===== src/rtl/uart_tx_arbiter.sv =====
// uart_tx_arbiter: round-robin arbiter that shares one 8N1 UART byte
// transmitter between N_REQ byte-stream requesters.
//   - A grant is held for a whole packet, so bytes from different owners never interleave.
//   - A byte is issued only while the transmitter reports IDLE.
//   - Each byte is acknowledged to its owner with a one-cycle ACK.
// Optional feature: define UART_ARB_BURST_LIMIT_EN to release the grant after
// MAX_BURST bytes even if the packet is not finished.
// Ports:
//   CLK, RST           clock, synchronous active-high reset
//   REQ[N_REQ]         per-requester request, held while a byte is presented
//   REQ_DATA[8*N_REQ]  byte of requester i on bits [8i+7:8i]
//   REQ_LAST[N_REQ]    presented byte closes its packet
//   GRANT[N_REQ]       one-hot owner of the transmitter, 0 when free
//   ACK[N_REQ]         one-cycle pulse, presented byte taken
//   TX_DATA[8]         byte to transmitter DATA
//   TX_DATA_READY      one-cycle send strobe to transmitter DATA_READY
//   TX_IDLE            transmitter IDLE
//   BUSY               arbiter not in S_IDLE
module uart_tx_arbiter #(
    parameter int unsigned N_REQ     = 4,
    parameter int unsigned MAX_BURST = 16
) (
    input  logic               CLK,
    input  logic               RST,
    input  logic [N_REQ-1:0]   REQ,
    input  logic [8*N_REQ-1:0] REQ_DATA,
    input  logic [N_REQ-1:0]   REQ_LAST,
    output logic [N_REQ-1:0]   GRANT,
    output logic [N_REQ-1:0]   ACK,
    output logic [7:0]         TX_DATA,
    output logic               TX_DATA_READY,
    input  logic               TX_IDLE,
    output logic               BUSY
);

    localparam int unsigned IDX_W = $clog2(N_REQ);

    if (N_REQ < 2 || N_REQ > 8) begin : g_bad_n_req
        $error("uart_tx_arbiter: N_REQ must be in 2..8");
    end
    if (MAX_BURST < 1) begin : g_bad_max_burst
        $error("uart_tx_arbiter: MAX_BURST must be >= 1");
    end

    typedef enum logic [1:0] {
        S_IDLE  = 2'd0,
        S_GRANT = 2'd1,
        S_SEND  = 2'd2,
        S_WAIT  = 2'd3
    } state_t;

    state_t             state_q, state_d;
    logic [IDX_W-1:0]   gidx_q, gidx_d;     // index of current owner
    logic [IDX_W-1:0]   ptr_q, ptr_d;       // round-robin search start
    logic               last_q, last_d;     // byte in flight closes the packet
    logic               burst_hit_c;

    logic               arb_hit;
    logic [IDX_W-1:0]   arb_pick;
    logic [IDX_W-1:0]   arb_cand;

    logic [N_REQ-1:0]   grant_d;
    logic [N_REQ-1:0]   ack_d;
    logic               strobe_d;
    logic [7:0]         tx_data_d;
    logic               busy_d;

`ifdef UART_ARB_BURST_LIMIT_EN
    localparam int unsigned CNT_W = $clog2(MAX_BURST + 1);
    logic [CNT_W-1:0]   burst_q, burst_d;

    assign burst_hit_c = (burst_q >= CNT_W'(MAX_BURST));
`else
    assign burst_hit_c = 1'b0;
`endif

    // Next index modulo N_REQ (N_REQ need not be a power of two).
    function automatic logic [IDX_W-1:0] wrap_inc(input logic [IDX_W-1:0] i);
        if (32'(i) == N_REQ - 1) begin
            return '0;
        end
        return i + IDX_W'(1);
    endfunction

    // First requesting index at or above ptr, wrapping.
    always_comb begin
        arb_hit  = 1'b0;
        arb_pick = '0;
        arb_cand = '0;
        for (int unsigned k = 0; k < N_REQ; k++) begin
            arb_cand = IDX_W'((32'(ptr_q) + k) % N_REQ);
            if (!arb_hit && REQ[arb_cand]) begin
                arb_hit  = 1'b1;
                arb_pick = arb_cand;
            end
        end
    end

    // State and output registers.
    always_ff @(posedge CLK) begin
        if (RST) begin
            state_q       <= S_IDLE;
            gidx_q        <= '0;
            ptr_q         <= '0;
            last_q        <= 1'b0;
            GRANT         <= '0;
            ACK           <= '0;
            TX_DATA_READY <= 1'b0;
            TX_DATA       <= 8'h00;
            BUSY          <= 1'b0;
`ifdef UART_ARB_BURST_LIMIT_EN
            burst_q       <= '0;
`endif
        end else begin
            state_q       <= state_d;
            gidx_q        <= gidx_d;
            ptr_q         <= ptr_d;
            last_q        <= last_d;
            GRANT         <= grant_d;
            ACK           <= ack_d;
            TX_DATA_READY <= strobe_d;
            TX_DATA       <= tx_data_d;
            BUSY          <= busy_d;
`ifdef UART_ARB_BURST_LIMIT_EN
            burst_q       <= burst_d;
`endif
        end
    end

    // Next-state logic.
    always_comb begin
        state_d = state_q;
        gidx_d  = gidx_q;
        ptr_d   = ptr_q;
        last_d  = last_q;
`ifdef UART_ARB_BURST_LIMIT_EN
        burst_d = burst_q;
`endif
        case (state_q)
            S_IDLE: begin
                if (arb_hit) begin
                    gidx_d  = arb_pick;
                    state_d = S_GRANT;
`ifdef UART_ARB_BURST_LIMIT_EN
                    burst_d = '0;
`endif
                end
            end
            S_GRANT: begin
                // Owner dropped REQ: packet abandoned, release.
                if (!REQ[gidx_q]) begin
                    ptr_d   = wrap_inc(gidx_q);
                    state_d = S_IDLE;
                end else if (TX_IDLE) begin
                    last_d  = REQ_LAST[gidx_q];
                    state_d = S_SEND;
`ifdef UART_ARB_BURST_LIMIT_EN
                    if (burst_q != CNT_W'(MAX_BURST)) begin
                        burst_d = burst_q + CNT_W'(1);
                    end
`endif
                end
            end
            S_SEND: begin
                state_d = S_WAIT;
            end
            S_WAIT: begin
                // TX_IDLE has already dropped here; its rise marks byte completion.
                if (TX_IDLE) begin
                    if (last_q || burst_hit_c) begin
                        ptr_d   = wrap_inc(gidx_q);
                        state_d = S_IDLE;
                    end else begin
                        state_d = S_GRANT;
                    end
                end
            end
            default: begin
                state_d = S_IDLE;
            end
        endcase
    end

    // Output values, registered alongside the state.
    always_comb begin
        grant_d   = '0;
        ack_d     = '0;
        strobe_d  = 1'b0;
        tx_data_d = TX_DATA;
        busy_d    = (state_d != S_IDLE);
        if (state_d != S_IDLE) begin
            grant_d[gidx_d] = 1'b1;
        end
        // S_SEND is entered only from S_GRANT, so gidx_d equals gidx_q here.
        if (state_d == S_SEND) begin
            strobe_d       = 1'b1;
            ack_d[gidx_d]  = 1'b1;
            tx_data_d      = REQ_DATA[{gidx_q, 3'b000} +: 8];
        end
    end

endmodule


===== config.mk =====
export PLATFORM = sky130hd
export DESIGN_NAME = uart_tx_arbiter
export DESIGN_NICKNAME = d
export VERILOG_FILES = /design/src/rtl/uart_tx_arbiter.sv
export SDC_FILE = /design/constraint.sdc
export NUM_CORES = 1
export LEC_CHECK = 0
export CAP_MARGIN = 20
export CORE_ASPECT_RATIO = 0.75
export CORE_UTILIZATION = 43
export CTS_CLUSTER_DIAMETER = 50
export DETAILED_ROUTE_END_ITERATION = 6
export PLACE_DENSITY = 0.92
export SKIP_LAST_GASP = 1
export SLEW_MARGIN = 10
export SYNTH_ARGS = -nofsm -noshare
export SYNTH_HDL_FRONTEND = slang
export SYNTH_SLANG_ARGS = --single-unit

===== constraint.sdc =====
create_clock -name CLK -period 3.83 [get_ports CLK]
set_input_delay 1.149 -clock CLK [delete_from_list [all_inputs] [get_ports CLK]]
set_output_delay 1.149 -clock CLK [all_outputs]
set_load 0.03 [all_outputs]

### Yosys cells after proc, flatten, opt, wreduce, memory -nomap -nowiden

Index checks and enable logic that the tools add are counted.

* $lt $le $gt $ge: 7
* $add $sub $neg: 4
* equality and inequality tests: 8
* multiplexer cells: 44
* shift operators: 1
* reductions and logical operators: 14
* bitwise gates (word level): 2

Operator list (count)
* $mux 2: 16
* $shiftx 32x6->8: 1
* $mux 1: 19
* $lt 2x3->1 const B: 6
* $bmux 1 s2: 6
* $eq 2x2->1 const B: 4
* $pmux 2 s4: 1
* $ne 2x2->1 const B: 3
* $add 2x1->2 const B: 2
* $add 2x2->2 const B: 2
* $logic_and 1x1->1: 4
* $pmux 2 s2: 1
* $reduce_and 4->1: 1
* $reduce_bool 2->1: 2
* $reduce_or 2->1: 2
* $logic_not 1->1: 3
* $reduce_and 3->1: 1
* $demux 1 s2: 1
* $eq 2x1->1 const B: 1
* $ge 2x1->1 const B: 1
* $logic_not 2->1: 1
* $not 1->1: 2

* bits of input ports: 43
* word-level logic and storage cells: 89
* register bits: 25
* output and inout bits: 18

### Longest topological paths before layout

* depth after elaboration: 18
* depth in mapped cells: 5
* depth with buffers taken out: 4

### Least setup slack after synthesis

Ideal clock, no wire load.

* path kind: input port to flip-flop
* from: input port REQ[3]
* to: register GRANT[0]
* setup slack: 1.551 ns
* data arrival time: 2.147 ns
* data required time: 3.698 ns
* path buffers: 0
* stages on the path: 4
* setup time: 0.132 ns
* cell sequence: mux4_2 -> a31oi_4 -> a2bb2oi_4 -> nor3_1

* word-level cells in the longest chain between the ends: 18
* elaborated cells between the ends (all ways): 37
* classes of those cells: 2 x order compare; 25 x mux; 1 x bitwise; 9 x reduce/logical

RTL lines
* start, declared: RTL line 25 `input logic [N_REQ-1:0] REQ,`
* $bmux 1 s2: RTL line 92 `if (!arb_hit && REQ[arb_cand]) begin`
* $mux 1 (not written as such): RTL line 92
* $mux 1: RTL line 92
* $logic_not 1->1: RTL line 92
* $logic_and 1x1->1: RTL line 92
* $mux 1: RTL line 92
* $logic_not 1->1: RTL line 92
* $logic_and 1x1->1: RTL line 92
* (+2 left out)
* $logic_and 1x1->1: RTL line 92
* $mux 2 or $mux 1 (tied branches): RTL line 92
* $mux 2: RTL line 141 `if (arb_hit) begin`
* $mux 2: RTL line 139 `case (state_q)`
* $lt 2x3->1 (not written as such) or $ge 2x1->1 (tied branches): RTL line 192 `grant_d[gidx_d] = 1'b1;`
* $logic_and 1x1->1 (not written as such): RTL line 192
* $mux 1 (not written as such): RTL line 192
* $demux 1 s2: RTL line 192
* end signal, assigned: RTL line 119 `GRANT <= grant_d;`
* end, declared: RTL line 28 `output logic [N_REQ-1:0] GRANT,`

Parallel ways exist; a longest one is shown, timed or not. The select of a mux whose other input is x is not followed.
A chain may end at the register's enable or synchronous reset.

### Worst setup path after layout

* from: input port REQ[2]
* to: register TX_DATA[5]

* word-level cells in the longest chain between the ends: 15
* elaborated cells between the ends (all ways): 24
* classes of those cells: 1 x eq/ne; 17 x mux; 6 x reduce/logical

RTL lines
* $bmux 1 s2: RTL line 92
* $mux 1 (not written as such): RTL line 92
* $mux 1: RTL line 92
* $logic_not 1->1: RTL line 92
* $logic_and 1x1->1: RTL line 92
* $mux 1: RTL line 92
* $logic_not 1->1: RTL line 92
* $logic_and 1x1->1: RTL line 92
* $mux 1: RTL line 92
* $logic_not 1->1: RTL line 92
* $logic_and 1x1->1: RTL line 92
* $mux 1: RTL line 92
* $mux 2: RTL line 141
* $pmux 2 s4 *: RTL line 139
* $eq 2x2->1 *: RTL line 195 `if (state_d == S_SEND) begin`
* end signal, assigned: RTL line 122 `TX_DATA <= tx_data_d;`
* end, declared: RTL line 30 `output logic [7:0] TX_DATA,`

Mark *: on every way between the ends. The rest lies on a longest branch, timed or not. The select of a mux whose other input is x is not followed.

==> reports/metrics.cfg <==
[status]
run_status=finished clean

[critical_path]
r2r_end=TX_DATA[5]
worst-path-buf-inv=1
cp_slowest_stage_delay_ns=0.58
crit_family=multiplexers
cp.arrival_ns=2.85
worstSetupPathDepth=5
reg2reg_slack_ns=1.60
slowest_stage=mux4_2
worstRegToRegCells=4
required_ns=3.99
crit_chain=clkdlybuf4s50_1 > mux4_2 > nand3_2 > mux2i_1 > nor2_1
critPathLaunchType=input port
crit_type=in -> reg
setup.worst_path.end=TX_DATA[5]
crit_fanout=10
worstSetupEndpointType=register
r2r-start=gidx_q[0]
startpoint=REQ[2]

[die]
rows=16
die-area_sq_um=3150
start_util_pct=46.6
ios=61
core_region_area_sq_um=2700
die_h_um=48.9
die_w_um=64.5

[synth]
async_flop_share_pct=0
ys_seq_elements=25
netlist-cell-type-count=34
synth_area_leader_cell=dfxtp_1
synth_compound_area_share_pct=11.9
synth_common_cells=dfxtp_1 (25), nor2_1 (17), mux2i_1 (12), mux4_2 (9)
synth_area_sq_um=1260
ys_warn_count=0
syn_nets=153
postSynthCellCount=109
avgSynthCellArea_sq_um=11.6
synth-simple-area-share_pct=15.5
yosysMostFrequentCell=dfxtp_1
synth-xor-area-share_pct=0
synth_top_area_share_pct=39.7
ys.flop_type=dfxtp_1
synthMuxAreaShare_pct=27.7
synth_top_family_by_area=multiplexers
synth_enable_flop_cells=0
synth_adder_area_share_pct=0.993
synth-seq-area-share_pct=39.7
synth_area_leaders=dfxtp_1 (40%), mux4_2 (16%), mux2i_1 (9.5%)

[grt]
grt.overflow.total=0
track_usage_pct=24.0
grt_max_degree=18
antenna_found_initial=0
grt_pass1_wl_mm=5.66
grt_pass1_vias=1189

[cells_and_area]
layout.nets=214
areaGrowthSynthToFinish_pct=52.5
diodes=0
drive_gt1_share_pct=11.8
design_area_sq_um=1920

[sta]
worst_pin_slew_ns=0.747
min_period_ns=2.69
final_max_slew_viol_count=0
post-route-period-util_pct=70.3
hold_viol=0
rsz0062_at_grt=no
max_freq_ghz=0.371
setup_viol=0
relSlewSlack_pct=50.1
finClkSkew_ns=0.00541
tns_ns=0

[detailed_routing]
wire_per_inst_um=15.8
routed.top_layer=met4
wl_mm=3.23
drc_errors=0
vias=1090
drt_iter0_drc=71
wl_met2_mm=1.74
routedLengthMet1_mm=1.25
firstDrtPassIters=4
final_antenna_net_count=0
routed_via_density=5.32
wl_met3_um=146

[clocking]
clk_latency_ns=0.27
clk_pin_slew_worst_paths_ns=0.08
cts_buffers=3
ctsResizeCount=0
clock-sinks=25
htree_levels=1
postCtsSetupRepairBufs=0
clockRootBuffer=clkbuf_8
cts_tree=built
cts_buffer_depth=2
holdBufCountCts=0

[flow_run]
max-cap-violations=0

[place]
place_congestion=0.890
dp_hpwl_mm=2.54
io_buffers=60
place_area_sq_um=1880

[power_and_ir_drop]
p_leak_uw=0.000756
pwr_density_cell_nw_per_um2=328
peakVddDrop_v=0.000262

[hold_path]
hold_class=reg -> reg

registers in the layout (all words and copies together) (netlist names):
name           count
TX_DATA            8
last_q             1
BUSY               1
GRANT              4
gidx_q             2
state_q            2
ptr_q              2
TX_DATA_READY      1
ACK                4
metal layers:
layer | GRT usage, % | vias to the layer above
met5 | 0 | -
met4 | 10.4 | 0
met3 | 5.37 | 8
met2 | 44.4 | 44
met1 | 26.0 | 511
li1 | - | 527
layout make-up:
cell class,count,area [sq um]
fillers,206,781
multi-input cells,75,707
repair buffers,61,608
flip-flops and latches,25,500
well taps,36,45.0
clock buffers,3,41.3
inverters,4,15.0
clock inverters,1,5.00
cells in the final DEF (no fill, tap or decap), drive strengths merged, types with 3 or more instances in the layout:
cell type | Yosys | layout
clkdlybuf4s50 | 0 | 60
dfxtp | 25 | 25
nor2 | 18 | 18
mux2i | 12 | 12
mux4 | 10 | 10
and3 | 5 | 5
nor3 | 5 | 5
inv | 4 | 4
nor2b | 3 | 3
nand2b | 3 | 3
clkbuf | 2 | 3
through the flow:
step | total power (uW) | setup slack [ns] | util, % | hold slack [ns] | cells
2_1_floorplan | 404 | 1.55 | - | 0.455 | 109
3_3_place_gp | 475 | 0.939 | 69.4 | 0.476 | 201
3_5_place_dp | 483 | 0.865 | 69.4 | 0.494 | 201
4_1_cts | 636 | 1.15 | 71.1 | 0.514 | 205
5_1_grt | 666 | 1.01 | 71.1 | 0.553 | 205
6_report | 630 | 1.14 | 71.1 | 0.516 | 205
worst min-delay path: cells and delay by family (launching register included):
family           cells  cell delay, ns
muxes                1            0.07
DFF                  1            0.34
and+or+nand+nor      1            0.07
logic make-up after synthesis:
family | after synthesis
muxes | 22
AOI/OAI and AO/OA | 14
and+or+nand+nor | 38
buffers and inverters | 9
DFF | 25
adders and majority gates | 1
report_power, final:
group          leakage, uW  switching [uW]  internal (uW)  total [uW]
clock network    0.0000255            79.0           72.7         152
registers         0.000204            17.9            276         294
logic             0.000526            79.8            105         185
worst min path at each step:
stage	startpoint	to	slack, ns	depth (start not counted)
after detailed placement	last_q	last_q	0.49	2
after CTS	last_q	last_q	0.51	2
after global routing	last_q	last_q	0.55	2
after global placement	TX_DATA[5]	TX_DATA[5]	0.48	2
final	last_q	last_q	0.52	2
after floorplan	last_q	last_q	0.45	2
(Power assumes the default switching activity.)
